===== config.mk =====
export PLATFORM = sky130hd
export DESIGN_NAME = input_port_buffer
export DESIGN_NICKNAME = d
export VERILOG_FILES = /design/src/rtl/packet_pkg.sv /design/src/rtl/sync_fifo.sv /design/src/rtl/input_port_buffer.sv
export SDC_FILE = /design/constraint.sdc
export NUM_CORES = 1
export LEC_CHECK = 0
export CAP_MARGIN = 20
export CORE_UTILIZATION = 50
export CTS_CLUSTER_DIAMETER = 100
export CTS_CLUSTER_SIZE = 24
export DETAILED_ROUTE_END_ITERATION = 7
export PLACE_DENSITY = 0.83
export SYNTH_ARGS = -nofsm -noshare
export SYNTH_HDL_FRONTEND = slang
export SYNTH_SLANG_ARGS = --single-unit

===== constraint.sdc =====
create_clock -name clk -period 4.4 [get_ports clk]
set_input_delay 1.32 -clock clk [delete_from_list [all_inputs] [get_ports clk]]
set_output_delay 1.32 -clock clk [all_outputs]
set_load 0.02 [all_outputs]

===== src/rtl/packet_pkg.sv =====
// Shared switch constants and the ingress packet layout.
// The 2-bit class field is named pkt_type because `type` is a reserved word.
package packet_pkg;
    localparam int NUM_PORTS  = 4;
    localparam int ADDR_WIDTH = 4;
    localparam int PKT_WIDTH  = 16;

    typedef struct packed {
        logic [ADDR_WIDTH-1:0] dst_mask;
        logic [1:0]            src;
        logic [1:0]            pkt_type;
        logic [7:0]            payload;
    } packet_t;
endpackage


===== src/rtl/sync_fifo.sv =====
// Single-clock FIFO with wrap-bit pointers and a combinational head read.
// Writes to a full FIFO and reads from an empty one are ignored.
module sync_fifo #(
    parameter int WIDTH = 16,
    parameter int DEPTH = 4
) (
    input  logic             clk,
    input  logic             rst_n,
    input  logic             wr_en,
    input  logic [WIDTH-1:0] wr_data,
    input  logic             rd_en,
    output logic [WIDTH-1:0] rd_data,
    output logic             full,
    output logic             empty
);
    localparam int AW = $clog2(DEPTH);
    localparam int PW = AW + 1;

    logic [PW-1:0]    wr_ptr_q, wr_ptr_d;
    logic [PW-1:0]    rd_ptr_q, rd_ptr_d;
    logic [WIDTH-1:0] mem_q [DEPTH];
    logic [WIDTH-1:0] mem_d [DEPTH];
    logic             do_wr, do_rd;

    // Same address with differing wrap bits means the writer lapped the reader.
    assign full    = (wr_ptr_q[AW-1:0] == rd_ptr_q[AW-1:0]) && (wr_ptr_q[AW] != rd_ptr_q[AW]);
    assign empty   = (wr_ptr_q == rd_ptr_q);
    assign rd_data = mem_q[rd_ptr_q[AW-1:0]];
    assign do_wr   = wr_en && !full;
    assign do_rd   = rd_en && !empty;

    always_comb begin
        wr_ptr_d = wr_ptr_q;
        rd_ptr_d = rd_ptr_q;
        mem_d    = mem_q;
        if (do_wr) begin
            mem_d[wr_ptr_q[AW-1:0]] = wr_data;
            wr_ptr_d                = wr_ptr_q + PW'(1);
        end
        if (do_rd) begin
            rd_ptr_d = rd_ptr_q + PW'(1);
        end
    end

    always_ff @(posedge clk or negedge rst_n) begin
        if (!rst_n) begin
            wr_ptr_q <= '0;
            rd_ptr_q <= '0;
        end else begin
            wr_ptr_q <= wr_ptr_d;
            rd_ptr_q <= rd_ptr_d;
        end
    end

    // Storage needs no reset: it is only observed behind a non-empty pointer pair.
    always_ff @(posedge clk) begin
        mem_q <= mem_d;
    end
endmodule


===== src/rtl/input_port_buffer.sv =====
// Per-port ingress queue in front of the switch arbiter: filters zero-destination
// packets, presents the head request, and registers the granted packet for the crossbar.
module input_port_buffer
    import packet_pkg::*;
#(
    parameter int DEPTH   = 4,
    parameter int PORT_ID = 0
) (
    input  logic                  clk,
    input  logic                  rst_n,
    input  logic                  in_valid,
    input  logic [PKT_WIDTH-1:0]  in_pkt,
    output logic                  in_ready,
    output logic                  port_req,
    output logic [ADDR_WIDTH-1:0] port_dst,
    input  logic                  grant,
    output logic                  out_valid,
    output logic [PKT_WIDTH-1:0]  out_pkt,
    output logic [1:0]            out_src,
    output logic [7:0]            drop_cnt,
    output logic                  err_spur_grant
);
    packet_t              in_p, head_p;
    logic [PKT_WIDTH-1:0] head_raw;
    logic                 fifo_full, fifo_empty;
    logic                 accept, drop, push, pop, spur;

    logic                 out_valid_q, out_valid_d;
    logic [PKT_WIDTH-1:0] out_pkt_q, out_pkt_d;
    logic [7:0]           drop_cnt_q, drop_cnt_d;
    logic                 err_spur_q, err_spur_d;

    assign in_p   = packet_t'(in_pkt);
    assign head_p = packet_t'(head_raw);

    // in_ready looks only at occupancy, so a same-cycle pop never frees a full slot.
    assign in_ready = !fifo_full;
    assign accept   = in_valid && in_ready;
    assign drop     = accept && (in_p.dst_mask == '0);
    assign push     = accept && !drop;
    assign pop      = grant && !fifo_empty;
    assign spur     = grant && fifo_empty;

    sync_fifo #(
        .WIDTH (PKT_WIDTH),
        .DEPTH (DEPTH)
    ) u_fifo (
        .clk     (clk),
        .rst_n   (rst_n),
        .wr_en   (push),
        .wr_data (in_pkt),
        .rd_en   (pop),
        .rd_data (head_raw),
        .full    (fifo_full),
        .empty   (fifo_empty)
    );

    assign port_req = !fifo_empty;
    assign port_dst = fifo_empty ? '0 : head_p.dst_mask;

    always_comb begin
        out_valid_d = pop;
        out_pkt_d   = pop ? head_raw : out_pkt_q;
        drop_cnt_d  = drop_cnt_q;
        if (drop && (drop_cnt_q != 8'hFF)) begin
            drop_cnt_d = drop_cnt_q + 8'd1;
        end
        err_spur_d  = err_spur_q || spur;
    end

    always_ff @(posedge clk or negedge rst_n) begin
        if (!rst_n) begin
            out_valid_q <= 1'b0;
            out_pkt_q   <= '0;
            drop_cnt_q  <= '0;
            err_spur_q  <= 1'b0;
        end else begin
            out_valid_q <= out_valid_d;
            out_pkt_q   <= out_pkt_d;
            drop_cnt_q  <= drop_cnt_d;
            err_spur_q  <= err_spur_d;
        end
    end

    assign out_valid      = out_valid_q;
    assign out_pkt        = out_pkt_q;
    assign out_src        = 2'(PORT_ID);
    assign drop_cnt       = drop_cnt_q;
    assign err_spur_grant = err_spur_q;
endmodule


; Word level (Yosys, flattened, before mapping)
; Cells that the tools add are included.
[classes]
n_lt_le_gt_ge = 3
n_reduce_logical = 15
bitwise = 2
eq_ne = 4
n_addsub = 3
muxes = 7
[ops]
columns = op, count
row1 = $bwmux W64, 1
row2 = $mux W16, 3
row3 = $bmux W16 S2, 1
row4 = $demux W16 S2, 1
row5 = $logic_and A1 B1 Y1, 10
row6 = $add A8 B1 Y8 const B, 1
row7 = $ne A8 B8 Y1 const B, 1
row8 = $add A3 B1 Y3 const B, 2
row9 = $ge A3 B3 Y1 const B, 2
row10 = $not A2 Y3, 2
row11 = $logic_not A4 Y1, 1
row12 = $mux W4, 1
row13 = $eq A3 B3 Y1, 1
row14 = $logic_not A1 Y1, 3
row15 = $lt A3 B1 Y1 const B, 1
row16 = $eq A2 B2 Y1, 1
row17 = $logic_or A1 B1 Y1, 1
row18 = $ne A1 B1 Y1, 1
[word_totals]
ff_bits = 96
out_inout_bits = 34
input_bits = 20

; Depth between registers and ports, before layout
[logic_depth]
depth_word = 8
depth_mapped = 6

; Cells and area by module
; From an unflattened synthesis, not the netlist that was laid out.
[unflattened]
cells_unflattened = 223
area_unflattened_um2 = 3968.8
[by_module_without_submodules]
columns = mod, n_inst, cells_each, area_each_um2
row1 = sync_fifo, 1, 133, 2829.0
row2 = input_port_buffer, 1, 90, 1139.8

; Worst setup path before layout
; Ideal clock, no wire load.
[synth_timing]
kind = in2reg
start = input port in_pkt[13]
end = register drop_cnt_q[6] (netlist: drop_cnt[6])
required_time_ns = 4.275
path_slack_ns = 1.506
arrival_time_ns = 2.769
path_buffers = 0
cell_stages = 4
path_cell_list = or4_1 a311o_1 nor3_1 mux2_2
[synth_via]
elab_chain_cells = 3
[synth_rtl]
columns = item, line_no
row1 = from (decl), input_port_buffer.sv:12  ; input logic [PKT_WIDTH-1:0] in_pkt,
row2 = $logic_not A4 Y1, input_port_buffer.sv:39  ; assign drop = accept && (in_p.dst_mask == '0);
row3 = $logic_and A1 B1 Y1, input_port_buffer.sv:39
row4 = $logic_and A1 B1 Y1, input_port_buffer.sv:65  ; if (drop && (drop_cnt_q != 8'hFF)) begin
row5 = to (signal assigned), input_port_buffer.sv:80  ; drop_cnt_q <= drop_cnt_d;
row6 = to (decl), input_port_buffer.sv:30  ; logic [7:0] drop_cnt_q, drop_cnt_d;
; No other way between the ends.
; A chain may end at the register's enable or synchronous reset.

; Worst setup path in the final report
[layout_timing]
start = register u_fifo.rd_ptr_q[0]
end = output port port_dst[2]
[layout_via]
elab_chain_cells = 5
[layout_rtl]
columns = item, line_no
row1 = from (decl), sync_fifo.sv:20  ; logic [PW-1:0] rd_ptr_q, rd_ptr_d;
row2 = from (signal assigned), sync_fifo.sv:51  ; rd_ptr_q <= rd_ptr_d;
row3 = $not A2 Y3 (implied by the code), sync_fifo.sv:28  ; assign rd_data = mem_q[rd_ptr_q[AW-1:0]];
row4 = $bmux W16 S2, sync_fifo.sv:28
row5 = $mux W16 (implied by the code) (2 in series), sync_fifo.sv:28
row6 = $mux W4 *, input_port_buffer.sv:59  ; assign port_dst = fifo_empty ? '0 : head_p.dst_mask;
row7 = to (decl), input_port_buffer.sv:15  ; output logic [ADDR_WIDTH-1:0] port_dst,
; Every way passes the cells marked *; elsewhere a longest branch is shown, timed or not. The select of a mux whose other input is x is not followed.

==> metrics.txt <==
worst path required time 3.08 ns; IO Pins 54; Hold Crit Class reg -> reg; Synth cell types 27; Final Hold Viols 0; # Post-CTS Setup Buffers 0; final number of max-transition violations 0; switching power 1.04 mW; Peak Freq 264 MHz; cts bufs inserted 9; Post-Synth Adder-Cell Area 2.00%; multiplexer share of the synthesized area 15.3%; CP Capture Type output port; Fin Setup TNS 0 ns; Worst-Margin Slew 0.735 ns; number of global-route vias before repair 1,955; initial antenna violation count 0; syn avg cell area 19.0 um^2; worst-path fanout max 9; most frequent cells in the layout edfxtp_1 (64), clkdlybuf4s50_1 (50), dfrtp_1 (32); post-CTS sizing 0; area leader, netlist edfxtp_1; Hold-fix buffers, CTS 0; die area 7870 um^2; main combinational cell family by area after synthesis multiplexers; root buf cell clkbuf_8; IO buf count 51; crit share post-route 86.0%; die width 88.7 um; post-route DRC violation count 0; htree depth 3; Routed WL per cell 17.2 um; 1st-iter DRT viols 123; # fillers 530; fin util 62.9%; Core Rows 31; HPWL after detailed placement 4350 um; maximum resistive drop on vdd 0.284 mV; routed vias/inst 5.21; Clk pwr share 16.4%; sequential area share after synthesis 72.4%; sequential share of power 44.3%; Synth Register Bits 96; Worst-path clk slew 0.09 ns; Worst slew margin 51.0%; final setup fails 0; Post-layout nets 286; CP Class reg -> out; clk_lat worst skew 0.36 ns; leak pwr 1.65 nW; first-pass GRT wire length 9730 um; antenna-violating nets left 0; maximum number of pins on one net before global-route repair 33; status finished clean; CTS sink cnt 96; Power per Cell Area 683 nW/um^2; crit start category flip-flop; Internal 2.08 mW; total gr overflow 0; Vias 1,897; Synth warnings 0; Worst R2R Setup Slack 1.93 ns; core area 7250 um^2; n_diodes 0; share of post-route cells with drive strength above 1 21.5%; P&R area growth vs syn 21.4%; most common cell after layout, fill and taps aside edfxtp_1; Synth Area in XOR/XNOR 3.26%; Sw Share 33.3%; compound-gate portion of the synthesized area 1.06%; drt first pass iters 4; clk_skew 0.0105 ns; Post-Syn Area 3760 um^2; crit path time final 3.78 ns; overall routing resource usage 17.7%; routability cong. 0.719; largest cells by area after synthesis edfxtp_1 (51%), dfrtp_1 (21%), mux4_2 (9.6%); Post-Synthesis Cells 198; simple-gate share of the synthesized area 4.13%; Initial Util 51.8%; maxcap violations 0; combinational power share 39.3%; critical path arrival 2.46 ns; post-synth top area share 51.1%; CTS max path bufs 2; final WL 6270 um; cell count after placement 348; unrepaired setup endpoints after global routing no; Post-Layout Cell Count 364; chip height 88.7 um; TritonCTS clock tree built
==> cell usage after synthesis <==
master / count
edfxtp_1: 64
dfrtp_1: 32
mux2_2: 19
mux4_2: 16
and2_1: 8
xnor2_1: 8
ha_1: 6
inv_1: 6
nand3_1: 6
xor2_1: 6
buf_4: 4
nor3_1: 4
nand2_1: 3
buf_2: 2
nor4_1: 2
a311o_1: 1
a31oi_1: 1
a41o_1: 1
clkbuf_1: 1
conb_1: 1
nand2_2: 1
nand4_1: 1
nor2_1: 1
nor3b_1: 1
o21ai_0: 1
o41ai_1: 1
or4_1: 1
==> per-layer routing <==
layer | share of wire [%] | up-vias | wire length, um | global-route usage, %
li1 | - | 876 | - | -
met1 | 42 | 973 | 2620 | 21.3
met2 | 53 | 39 | 3310 | 30.0
met3 | 3.9 | 9 | 247 | 5.13
met4 | 1.5 | 0 | 96 | 7.18
met5 | 0 | - | 0 | 0
==> cells by family (layout without fill, tap and decap cells) <==
family | Yosys count | count (layout)
compound gates | 5 | 5
fa+ha+maj | 6 | 6
other cells | 1 | 2
simple gates | 28 | 28
buf+inv | 13 | 79
mux | 35 | 35
xor+xnor | 14 | 14
flops | 96 | 96
==> worst max-delay path: stages (launching register included) <==
cell and delay (ns):
dfrtp_1 0.59, xnor2_1 0.42, nand3_1 0.31, and2_1 0.24, clkdlybuf4s50_1 0.54
==> area by class of cell <==
class                           count  area [um^2]  area share [%]
Clock buffer                       10          128            2.80
Clock inverter                      6         43.8           0.959
Inverter                            6         22.5           0.493
Multi-Input combinational cell     90          975            21.3
Sequential cell                    96         2720            59.6
Tap cell                           99          124            2.71
Timing Repair Buffer               57          551            12.1
==> through the flow <==
stage	power (mW)	setup slack [ns]	hold WS, ns	area, um^2
finish	3.12	0.616	0.488	4570
global route	3.28	0.409	0.518	4570
CTS	3.15	0.586	0.491	4570
global placement	2.61	0.912	0.464	4390
detailed placement	2.65	0.838	0.468	4390
floorplan	2.16	1.51	0.498	3760
==> state kept, by name, summed over array words and instances (netlist names) <==
name             flops
u_fifo.mem_q        64
out_pkt             16
drop_cnt             8
u_fifo.rd_ptr_q      3
u_fifo.wr_ptr_q      3
err_spur_grant       1
out_valid            1
==> worst paths after layout <==
| check | depth (start not counted) | end | startpoint |
|---|---|---|---|
| setup reg to reg | 4 | u_fifo.mem_q[60] | u_fifo.rd_ptr_q[0] |
| min in group asynchronous | 1 | out_pkt[12] | rst_n |
| hold reg to reg | 1 | err_spur_grant | err_spur_grant |
| max in group asynchronous | 1 | out_pkt[1] | rst_n |
| setup / recovery | 4 | port_dst[2] | u_fifo.rd_ptr_q[0] |
| hold / removal | 1 | err_spur_grant | err_spur_grant |
==> power by group through the flow <==
stage          sequential (mW)  clock [mW]  combinational [mW]
4_1_cts                   1.39       0.517                1.24
3_5_place_dp              1.41           0                1.24
5_1_grt                   1.41       0.553                1.32
6_report                  1.38       0.512                1.23
3_3_place_gp              1.40           0                1.21
2_1_floorplan             1.46           0               0.692
Power figures use the tool's default switching activity.
